**src/rtl/multicycle_controller.sv**
```systemverilog
// Multi-cycle RV32I sequencing FSM with a shared memory port and a sticky memory timeout.
// Define MC_ILLEGAL_TRAP_EN to park unsupported opcodes in TRAP instead of treating them as NOPs.
module multicycle_controller #(
  parameter int unsigned TIMEOUT_CYCLES = 16
) (
  input  logic       clk,
  input  logic       rst,
  input  logic [6:0] Op,
  input  logic [2:0] funct3,
  input  logic       funct7b5,
  input  logic       Zero,
  input  logic       mem_ready,
  output logic       PCWrite,
  output logic       AdrSrc,
  output logic       MemRead,
  output logic       MemWrite,
  output logic       IRWrite,
  output logic       RegWrite,
  output logic [1:0] ResultSrc,
  output logic [1:0] ALUSrcA,
  output logic [1:0] ALUSrcB,
  output logic [1:0] ImmSrc,
  output logic [2:0] ALUControl,
  output logic       instr_done,
  output logic       bus_err,
  output logic [3:0] state_o
);

  typedef enum logic [3:0] {
    S_FETCH    = 4'd0,
    S_DECODE   = 4'd1,
    S_MEMADR   = 4'd2,
    S_MEMREAD  = 4'd3,
    S_MEMWB    = 4'd4,
    S_MEMWRITE = 4'd5,
    S_EXECR    = 4'd6,
    S_ALUWB    = 4'd7,
    S_EXECI    = 4'd8,
    S_JAL      = 4'd9,
    S_BEQ      = 4'd10,
    S_TRAP     = 4'd11
  } state_t;

  localparam logic [6:0] OP_LW  = 7'b0000011;
  localparam logic [6:0] OP_SW  = 7'b0100011;
  localparam logic [6:0] OP_R   = 7'b0110011;
  localparam logic [6:0] OP_I   = 7'b0010011;
  localparam logic [6:0] OP_JAL = 7'b1101111;
  localparam logic [6:0] OP_BEQ = 7'b1100011;

  localparam logic [2:0] ALU_ADD = 3'b000;
  localparam logic [2:0] ALU_SUB = 3'b001;
  localparam logic [2:0] ALU_AND = 3'b010;
  localparam logic [2:0] ALU_OR  = 3'b011;
  localparam logic [2:0] ALU_SLT = 3'b101;

  localparam logic [7:0] TO = 8'(TIMEOUT_CYCLES);

  state_t     state, nxt;
  logic [7:0] cnt, cnt_nxt;
  logic       waiting;

  logic is_lw, is_sw, is_r, is_i, is_jal, is_beq, op_bad;

  assign is_lw  = (Op == OP_LW);
  assign is_sw  = (Op == OP_SW);
  assign is_r   = (Op == OP_R);
  assign is_i   = (Op == OP_I);
  assign is_jal = (Op == OP_JAL);
  assign is_beq = (Op == OP_BEQ);
  assign op_bad = ~(is_lw | is_sw | is_r | is_i | is_jal | is_beq);

  always_comb begin
    nxt = state;
    unique case (state)
      S_FETCH:    if (mem_ready) nxt = S_DECODE;
      S_DECODE: begin
        unique case (1'b1)
          is_lw, is_sw: nxt = S_MEMADR;
          is_r:         nxt = S_EXECR;
          is_i:         nxt = S_EXECI;
          is_jal:       nxt = S_JAL;
          is_beq:       nxt = S_BEQ;
          default: begin
`ifdef MC_ILLEGAL_TRAP_EN
            nxt = S_TRAP;
`else
            nxt = S_FETCH;
`endif
          end
        endcase
      end
      S_MEMADR:   nxt = is_sw ? S_MEMWRITE : S_MEMREAD;
      S_MEMREAD:  if (mem_ready) nxt = S_MEMWB;
      S_MEMWB:    nxt = S_FETCH;
      S_MEMWRITE: if (mem_ready) nxt = S_FETCH;
      S_EXECR:    nxt = S_ALUWB;
      S_EXECI:    nxt = S_ALUWB;
      S_ALUWB:    nxt = S_FETCH;
      S_JAL:      nxt = S_ALUWB;
      S_BEQ:      nxt = S_FETCH;
      S_TRAP: begin
`ifdef MC_ILLEGAL_TRAP_EN
        nxt = S_TRAP;
`else
        nxt = S_FETCH;
`endif
      end
      default:    nxt = S_FETCH;
    endcase
  end

  // A stalled wait state never changes state, so this also covers "clear on state change".
  assign waiting = ~mem_ready &
                   ((state == S_FETCH) |
                    (state == S_MEMREAD) |
                    (state == S_MEMWRITE));

  always_comb begin
    cnt_nxt = 8'd0;
    if (waiting) cnt_nxt = (cnt >= TO) ? TO : cnt + 8'd1;
  end

  always_ff @(posedge clk or posedge rst) begin
    if (rst) begin
      state   <= S_FETCH;
      cnt     <= 8'd0;
      bus_err <= 1'b0;
    end else begin
      state <= nxt;
      cnt   <= cnt_nxt;
      if (waiting && cnt_nxt == TO) bus_err <= 1'b1;
    end
  end

  logic [2:0] alu_f;

  always_comb begin
    alu_f = ALU_ADD;
    unique case (funct3)
      3'b000:  alu_f = (Op[5] & funct7b5) ? ALU_SUB : ALU_ADD;
      3'b010:  alu_f = ALU_SLT;
      3'b110:  alu_f = ALU_OR;
      3'b111:  alu_f = ALU_AND;
      default: alu_f = ALU_ADD;
    endcase
  end

  always_comb begin
    ImmSrc = 2'b00;
    unique case (1'b1)
      is_sw:   ImmSrc = 2'b01;
      is_beq:  ImmSrc = 2'b10;
      is_jal:  ImmSrc = 2'b11;
      default: ImmSrc = 2'b00;
    endcase
  end

  logic pcw, mrd, mwr, irw, rw, done;

  always_comb begin
    pcw        = 1'b0;
    mrd        = 1'b0;
    mwr        = 1'b0;
    irw        = 1'b0;
    rw         = 1'b0;
    done       = 1'b0;
    AdrSrc     = 1'b0;
    ResultSrc  = 2'b00;
    ALUSrcA    = 2'b00;
    ALUSrcB    = 2'b00;
    ALUControl = ALU_ADD;
    unique case (state)
      S_FETCH: begin
        mrd       = 1'b1;
        ALUSrcB   = 2'b10;
        ResultSrc = 2'b10;
        irw       = mem_ready;
        pcw       = mem_ready;
      end
      S_DECODE: begin
        ALUSrcA = 2'b01;
        ALUSrcB = 2'b01;
`ifndef MC_ILLEGAL_TRAP_EN
        done    = op_bad;
`endif
      end
      S_MEMADR: begin
        ALUSrcA = 2'b10;
        ALUSrcB = 2'b01;
      end
      S_MEMREAD: begin
        mrd    = 1'b1;
        AdrSrc = 1'b1;
      end
      S_MEMWB: begin
        ResultSrc = 2'b01;
        rw        = 1'b1;
        done      = 1'b1;
      end
      S_MEMWRITE: begin
        mwr    = 1'b1;
        AdrSrc = 1'b1;
        done   = mem_ready;
      end
      S_EXECR: begin
        ALUSrcA    = 2'b10;
        ALUControl = alu_f;
      end
      S_EXECI: begin
        ALUSrcA    = 2'b10;
        ALUSrcB    = 2'b01;
        ALUControl = alu_f;
      end
      S_ALUWB: begin
        rw   = 1'b1;
        done = 1'b1;
      end
      S_JAL: begin
        ALUSrcA = 2'b01;
        ALUSrcB = 2'b10;
        pcw     = 1'b1;
      end
      S_BEQ: begin
        ALUSrcA    = 2'b10;
        ALUControl = ALU_SUB;
        pcw        = Zero;
        done       = 1'b1;
      end
      default: ;
    endcase
  end

  // Strobes drop the moment rst rises, before the state register is even sampled.
  assign PCWrite    = pcw  & ~rst;
  assign MemRead    = mrd  & ~rst;
  assign MemWrite   = mwr  & ~rst;
  assign IRWrite    = irw  & ~rst;
  assign RegWrite   = rw   & ~rst;
  assign instr_done = done & ~rst;
  assign state_o    = state;

endmodule

```
**config.mk**
```make
export PLATFORM = sky130hd
export DESIGN_NAME = multicycle_controller
export DESIGN_NICKNAME = d
export VERILOG_FILES = /design/src/rtl/multicycle_controller.sv
export SDC_FILE = /design/constraint.sdc
export NUM_CORES = 1
export LEC_CHECK = 0
export ABC_AREA = 1
export BUFFER_PORTS_ARGS = -buffer_cell sky130_fd_sc_hd__buf_2
export CAP_MARGIN = 15
export CORE_ASPECT_RATIO = 0.7
export CORE_MARGIN = 5
export CORE_UTILIZATION = 28
export DETAILED_ROUTE_END_ITERATION = 7
export PLACE_DENSITY = 0.63
export SLEW_MARGIN = 30
export SYNTH_ARGS = -nofsm -noshare
export SYNTH_HDL_FRONTEND = slang
export SYNTH_SLANG_ARGS = --single-unit
```
**constraint.sdc**
```tcl
create_clock -name clk -period 2 [get_ports clk]
set_clock_uncertainty 0.1 [all_clocks]
set_input_delay 0.5 -clock clk [delete_from_list [all_inputs] [get_ports clk]]
set_output_delay 0.5 -clock clk [all_outputs]
set_load 0.01 [all_outputs]
```
======== After elaboration in Yosys (flattened, before gate mapping) ========
Index checks and enable logic that the tools add are counted.
storage, ports and cells
  register bits ........................... 13
  bits of input ports ..................... 15
  output and inout port bits .............. 23
  word-level logic and storage cells ...... 83
operators by class
  add/sub/neg operators ................... 1
  $lt $le $gt $ge ......................... 1
  equal/unequal tests ..................... 23
  muxes and demuxes ....................... 22
  bitwise gates (word level) .............. 18
  reduce and logical (&&, ||, !) cells .... 15
operators with widths
  operator               count
  $pmux W4 S6            1
  $pmux W4 S5            1
  $eq A4 B3 Y1 const B   4
  $mux W8                2
  $eq A7 B6 Y1 const B   2
  $eq A7 B7 Y1 const B   2
  $reduce_or A2 Y1       7
  $eq A4 B4 Y1 const B   3
  $mux W4                3
  $pmux W2 S2            3
  $pmux W3 S4            1
  $reduce_or A3 Y1       3
  $add A8 B1 Y8 const B  1
  $and A1 B1 Y1          8
  $eq A4 B2 Y1 const B   2
  $eq A8 B5 Y1 const B   1
  $ge A8 B5 Y1 const B   1
  $eq A7 B2 Y1 const B   1
  $eq A7 B5 Y1 const B   1
  $or A1 B1 Y1           7
  $eq A3 B3 Y1 const B   2
  $mux W1                6
  $ne A2 B2 Y1 const B   3
  $pmux W1 S3            2
  11 further kinds       13

======== Longest topological paths before layout ========
Gate-level depths: netlist of the first run.
  word-level depth ........................ 9
  mapped depth ............................ 9
  mapped depth without buffers ............ 9

======== Least setup slack after synthesis of the first run ========
OpenSTA, ideal clock, no wires.
  path kind ............................... input-to-output
  start point ............................. input Op[4]
  end point ............................... output instr_done
  arrival ................................. 1.248 ns
  required time ........................... 1.400 ns
  slack ................................... 0.152 ns
  stages on the path ...................... 8
  buffers on the path ..................... 0
  cell sequence ........................... inv_1 > nand2_1 > nor2_2 > nand2_1 > nand2_1 > nor2_1 > nand2_1 > a21oi_1
on the way
  longest elaborated chain between the ends .. 9
ends and longest elaborated chain
  what                                          RTL line  RTL
  start, declared                               8         input logic [6:0] Op,
  $eq A7 B2 Y1 or $eq A7 B6 Y1 (tied branches)  65, 66
  $or A1 B1 Y1 (4 in a row)                     71        assign op_bad = ~(is_lw | is_sw | is_r | is_i | is_jal | is_beq);
  $or A1 B1 Y1 *                                71
  $not A1 Y1 *                                  71
  $pmux W1 S3 *                                 173       unique case (state)
  $and A1 B1 Y1 *                               240       assign instr_done = done & ~rst;
  end, declared                                 24        output logic instr_done,
Mark *: on every way between the ends. The rest lies on a longest branch, timed or not.

======== Final worst setup path of the first run ========
  start point ............................. register state[3] (netlist: state_o[3])
  end point ............................... output instr_done
on the way
  longest elaborated chain between the ends .. 4
ends and longest elaborated chain
  what                                          RTL line  RTL
  start, declared                               59        state_t state, nxt;
  start signal, assigned                        130       state <= nxt;
  $eq A4 B4 Y1 or $eq A4 B3 Y1 (tied branches)  173
  $reduce_or A3 Y1 (no source line)             --
  $pmux W1 S3 *                                 173
  $and A1 B1 Y1 *                               240
Marked as above.

==> results of run 1 <==
==> how the worst max path moves through the flow <==
stage / start / end / cells past startpoint
finish: state_o[3]$_DFFE_PP0P_ / instr_done / 7
CTS: state_o[3]$_DFFE_PP0P_ / PCWrite / 7
detailed placement: Op[1] / instr_done / 9
global route: state_o[3]$_DFFE_PP0P_ / instr_done / 7
floorplan: Op[4] / instr_done / 8
global placement: Op[4] / instr_done / 10
==> Yosys cell counts <==
| library cell | instances | area [um^2] |
|---|---|---|
| nand2_1 | 40 | 150 |
| inv_1 | 22 | 82.6 |
| nor2_1 | 18 | 67.6 |
| dfrtp_1 | 13 | 325 |
| nor2_2 | 11 | 68.8 |
| nand3_1 | 10 | 50.1 |
| nand2_2 | 6 | 37.5 |
| nor3_1 | 4 | 20.0 |
| a21oi_1 | 3 | 15.0 |
| or2_2 | 3 | 18.8 |
| ha_1 | 2 | 25.0 |
| nand4_1 | 2 | 12.5 |
| nor2_4 | 2 | 22.5 |
| o21ai_0 | 2 | 10.0 |
| a21oi_2 | 1 | 8.76 |
| a31oi_1 | 1 | 6.26 |
| conb_1 | 1 | 3.75 |
| inv_2 | 1 | 3.75 |
| inv_4 | 1 | 6.26 |
| nor3b_1 | 1 | 7.51 |
| nor4_2 | 1 | 12.5 |
| o2111ai_1 | 1 | 8.76 |
| o211ai_1 | 1 | 7.51 |
| o21ai_2 | 1 | 8.76 |
| o21bai_1 | 1 | 7.51 |
==> critical path, stage by stage (launching register included) <==
cell and delay [ps]:
dfrtp_1 430, buf_4 160, nor2_4 110, nand2_1 90, o211ai_1 110, nor2_1 90, a21oi_2 130, buf_2 140
==> sequential cells by signal (all words and copies together) (netlist names) <==
signal	count
bus_err	1
cnt	8
state_o	4
==> routing by layer <==
layer	wire length, um	global-route usage
met4	49	0.0651
met1	1410	0.168
met2	1350	0.195
met5	0	0
met3	204	0.0346
==> layout by cell type (no fill, tap or decap), types with 4 or more instances in the layout <==
| cell | Yosys | layout |
|---|---|---|
| buf_2 | 0 | 37 |
| nand2_1 | 40 | 31 |
| buf_4 | 0 | 19 |
| inv_1 | 22 | 16 |
| nand2_2 | 6 | 12 |
| nor2_1 | 18 | 12 |
| nor2_2 | 11 | 10 |
| nand3_1 | 10 | 10 |
| dfrtp_1 | 13 | 10 |
| nor2_4 | 2 | 9 |
| inv_2 | 1 | 4 |
| inv_4 | 1 | 4 |
==> final cells by class <==
class	instances	area (um^2)
timing repair buffer	57	339
sequential	13	329
fill	357	1910
clock buffer	4	45.0
multi-input combinational	114	682
tap	50	62.6
inverter	24	100
==> power breakdown <==
group | internal, mW | total, mW | switching, mW
Sequential | 0.307 | 0.385 | 0.0780
Clock | 0.141 | 0.237 | 0.0963
Combinational | 0.386 | 0.931 | 0.546
==> logic make-up (layout without fill, tap and decap cells) <==
kind of cell / after synthesis / after routing / synth area share
adders and majority gates: 2 / 2 / 0.0253
other: 1 / 3 / 0.00380
AOI/OAI and AO/OA: 11 / 11 / 0.0735
DFF: 13 / 13 / 0.330
and+or+nand+nor: 98 / 98 / 0.474
buffers and inverters: 24 / 85 / 0.0938
==> stage by stage <==
step | cell area, um^2 | power (mW) | std cells
2_1_floorplan | 995 | 0.842 | 151
3_3_place_gp | 1280 | 1.10 | 243
3_5_place_dp | 1280 | 1.11 | 243
4_1_cts | 1450 | 1.46 | 255
5_1_grt | 1560 | 1.66 | 262
6_report | 1560 | 1.55 | 262
==> repair_timing <==
| item | 4_1_cts | 5_1_grt |
|---|---|---|
| endpoints found under the setup margin | 7 | 11 |
| setup buffers | 8 | 7 |
| hold buffers | 0 | 0 |
| pin swaps | 8 | 11 |
| resized for setup | 25 | 17 |
==> flow_metrics.env, run 1 <==
export IMPL_status="complete, but fails checks"
export IMPL_violations="setup timing"
export IMPL_hold_slack_ps=239
export IMPL_ys_ff_latch=13
export IMPL_maxSlewHeadroom=0.666
export IMPL_drt_first_iter_violations=96
export IMPL_cp_end_kind="output port"
export IMPL_fin_nets=230
export IMPL_drt_wl_total_mm=3.01
export IMPL_gr_total_overflow=0
export IMPL_maxCapViolCount=0
export IMPL_r2r_end="state_o[0]$_DFFE_PP0P_"
export IMPL_syn_area_um2=987
export IMPL_first_pass_iters=4
export IMPL_syn_avg_cell_area_um2=6.63
export IMPL_post_route_util=0.449
export IMPL_grt_start_max_net_pins=14
export IMPL_critPathKind="reg -> out"
export IMPL_fp_row_count=18
export IMPL_cp_required_ps=1400
export IMPL_pin_count=38
export IMPL_viasPerCell=4.39
export IMPL_setup_viol=6
export IMPL_drive_gt1_frac=0.533
export IMPL_antennaDiodeCount=0
export IMPL_tightest_slew_ps=501
export IMPL_grt_usage=0.128
export IMPL_clk_pin_slew_ps=50
export IMPL_arrival_ps=1510
export IMPL_yosys_warnings=0
export IMPL_worst_r2r_cell_count=11
export IMPL_ff2ff_setup_slack_ps=330
export IMPL_route_antenna_remaining_nets=0
export IMPL_rsz0062_at_grt="true"
export IMPL_insertion_delay_ps=240
export IMPL_clockBufferDepth=2
export IMPL_p_leak_nw=0.820
export IMPL_path_max_fanout=4
export IMPL_cts_tree="built"
export IMPL_antenna_found_initial=0
export IMPL_netlist_instances=149
export IMPL_cts_buffers_inserted=3
export IMPL_period_share=1.05
export IMPL_max_freq_mhz=475
export IMPL_vias=1150
export IMPL_die_area_mm2=0.00483
export IMPL_die_h_um=59.7
export IMPL_wire_per_inst_um=11.5
export IMPL_pre_cts_slack_ps=-58.6
export IMPL_root_buffer="clkbuf_8"
export IMPL_ys_seq_area_frac=0.330
export IMPL_r2r_start="state_o[3]$_DFFE_PP0P_"
export IMPL_finalHoldViolCount=0
export IMPL_final_max_slew_viol_count=0
export IMPL_port_buffers=37
export IMPL_h_tree_depth=1
export IMPL_coreArea_mm2=0.00347
export IMPL_syn_to_final_growth_pct=57.8
export IMPL_grt_first_pass_wirelength_mm=4.73
export IMPL_fin_ws_ps=-106
export IMPL_start_kind="register"
export IMPL_vdd_drop_max_v=0.000354
export IMPL_ys_types=25
export IMPL_die_w_um=81.0
export IMPL_power_density_mw_per_mm2=997
export IMPL_cts_sinks=13
export IMPL_grt_pass1_vias=1117
export IMPL_dpl_hpwl_mm=2.13
export IMPL_start_util=0.285
export IMPL_post_route_min_period_ps=2110
export IMPL_final_setup_tns_ps=-319
export IMPL_hold_path_class="in -> async"
export IMPL_drc=0
export IMPL_gp_congestion=0.825
Power figures use the tool's default switching activity.
==> run 2, diff against run 1 <==
--- a/config.mk
+++ b/config.mk
@@ -13,6 +13,7 @@
 export CORE_UTILIZATION = 28
 export DETAILED_ROUTE_END_ITERATION = 7
 export PLACE_DENSITY = 0.63
+export SKIP_LAST_GASP = 1
 export SLEW_MARGIN = 30
 export SYNTH_ARGS = -nofsm -noshare
 export SYNTH_HDL_FRONTEND = slang
==> run 2 against run 1 <==
Against the previous run:
- the run still ends with setup timing left
- clock-buffer cell count did not move
- core utilization shrank 0.32 points
- non-clock buffer count unchanged
- maximum frequency fell by 0.19%
- clock power hardly changed
- critical endpoint unchanged
- largest cell class unchanged
==> flow_metrics.env, run 2 (synthesis gave the netlist of run 1 again) <==
export IMPL_start_kind="register"
export IMPL_viasPerCell=4.40
export IMPL_insertion_delay_ps=240
export IMPL_vias=1152
export IMPL_root_buffer="clkbuf_8"
export IMPL_p_leak_nw=0.819
export IMPL_clockBufferDepth=2
export IMPL_final_setup_tns_ps=-297
export IMPL_post_route_util=0.446
export IMPL_regMostFlops="cnt"
export IMPL_slowest_delay_ps=430
export IMPL_die_w_um=81.0
export IMPL_h_tree_depth=1
export IMPL_layout_commonest_cell="buf_2"
export IMPL_period_share=1.06
export IMPL_violations="setup timing"
export IMPL_p_comb_frac=0.599
export IMPL_maxSlewHeadroom=0.664
export IMPL_arrival_ps=1510
export IMPL_power_frac_clock=0.152
export IMPL_drive_gt1_frac=0.528
export IMPL_critPathKind="reg -> out"
export IMPL_drt_first_iter_violations=91
export IMPL_post_route_min_period_ps=2110
export IMPL_grt_start_max_net_pins=14
export IMPL_port_buffers=37
export IMPL_grt_usage=0.127
export IMPL_cpLargestDelayFamily="flip-flops"
export IMPL_clk_pin_slew_ps=50
export IMPL_first_pass_iters=4
export IMPL_fp_row_count=18
export IMPL_p_int_mw=0.833
export IMPL_antenna_found_initial=0
export IMPL_power_density_mw_per_mm2=1000
export IMPL_gr_total_overflow=0
export IMPL_rsz0062_at_grt="true"
export IMPL_cts_tree="built"
export IMPL_grt_pass1_vias=1103
export IMPL_layout_common_cells="buf_2, nand2_1, buf_4"
export IMPL_die_area_mm2=0.00483
export IMPL_drt_wl_total_mm=2.97
export IMPL_cts_buffers_inserted=3
export IMPL_tightest_slew_ps=504
export IMPL_start_util=0.285
export IMPL_status="complete, but fails checks"
export IMPL_drc=0
export IMPL_fin_ws_ps=-110
export IMPL_crit_start="state_o[3]$_DFFE_PP0P_"
export IMPL_dp_cells=243
export IMPL_max_freq_mhz=474
export IMPL_vdd_drop_max_v=0.000354
export IMPL_fin_cells=262
export IMPL_pre_cts_slack_ps=-58.6
export IMPL_fillers=357
export IMPL_swShare=0.463
export IMPL_fin_nets=230
export IMPL_setup_viol=5
export IMPL_syn_to_final_growth_pct=56.7
export IMPL_wire_per_inst_um=11.3
export IMPL_cp_required_ps=1400
export IMPL_slowest_stage="dfrtp_1"
export IMPL_p_total_mw=1.55
export IMPL_die_h_um=59.7
export IMPL_cp_cell_sequence="buf_4, nor2_4, nand2_1, o211ai_1, nor2_1, a21oi_2, buf_2"
export IMPL_cts_sinks=13
export IMPL_pin_count=38
export IMPL_dpl_hpwl_mm=2.13
export IMPL_coreArea_mm2=0.00347
export IMPL_antennaDiodeCount=0
export IMPL_final_max_slew_viol_count=0
export IMPL_cp_end_kind="output port"
export IMPL_grt_first_pass_wirelength_mm=4.69
export IMPL_route_antenna_remaining_nets=0
export IMPL_path_buf_inv=2
export IMPL_switching_power_mw=0.718
export IMPL_maxCapViolCount=0
export IMPL_gp_congestion=0.825
export IMPL_largest_reg_flops=8
export IMPL_path_max_fanout=4
export IMPL_hold_path_class="in -> async"
export IMPL_r2r_start="state_o[3]$_DFFE_PP0P_"
export IMPL_seq_power_share=0.248
export IMPL_finalHoldViolCount=0
-- run 2: changes by cell type in the layout (fill, tap and decap cells not counted) --
cell | before | now
nand2_1 | 31 | 32
nand2_2 | 12 | 11
nor4_2 | 0 | 1
nor4_4 | 1 | 0
-- run 2: cell type report --
cell class              count  area, um^2  share of cell area
multi-input cells         114         671               0.434
repair buffers             57         339               0.219
flip-flops and latches     13         329               0.213
inverters                  24         100              0.0647
well taps                  50        62.6              0.0405
clock buffers               4        45.0              0.0291
-- run 2: metrics by stage --
stage	cell area, um^2	hold slack [ps]
final	1550	241
after global routing	1550	302
after global placement	1280	345
after floorplan	995	277
after CTS	1440	257
after detailed placement	1280	352
-- run 2: repair_timing --
| item | 4_1_cts | 5_1_grt |
|---|---|---|
| pin swaps | 7 | 12 |
| endpoints found under the hold margin | 0 | 0 |
| hold buffers | 0 | 0 |
| endpoints found under the setup margin | 7 | 11 |
| gates resized for setup | 24 | 16 |
| setup buffers | 8 | 7 |
-- run 2: power by group through the flow --
| stage | clock (mW) | combinational, mW | sequential (mW) |
|---|---|---|---|
| CTS | 0.241 | 0.845 | 0.375 |
| floorplan | 0 | 0.486 | 0.356 |
| detailed placement | 0 | 0.753 | 0.353 |
| global placement | 0 | 0.744 | 0.353 |
| global route | 0.255 | 1.02 | 0.388 |
| finish | 0.236 | 0.930 | 0.385 |
-- run 2: path summary, 6_finish.rpt --
path                                                to  cells past startpoint  slack [ps]
max in group asynchronous       state_o[1]$_DFFE_PP0P_                      2        1190
worst min-delay path               bus_err$_DFFE_PP0P_                      2         240
worst max register to register  state_o[0]$_DFFE_PP0P_                     11         340
worst min register to register     bus_err$_DFFE_PP0P_                      2         360
worst max-delay path                        instr_done                      7        -110
min in group clk                   bus_err$_DFFE_PP0P_                      2         360
-- run 2: metal layers --
| layer | vias to the layer above | wire length, um | global-route usage |
|---|---|---|---|
| li1 | 588 | - | - |
| met1 | 513 | 1410 | 0.168 |
| met2 | 44 | 1300 | 0.192 |
| met3 | 7 | 203 | 0.0346 |
| met4 | 0 | 49 | 0.0651 |
| met5 | - | 0 | 0 |
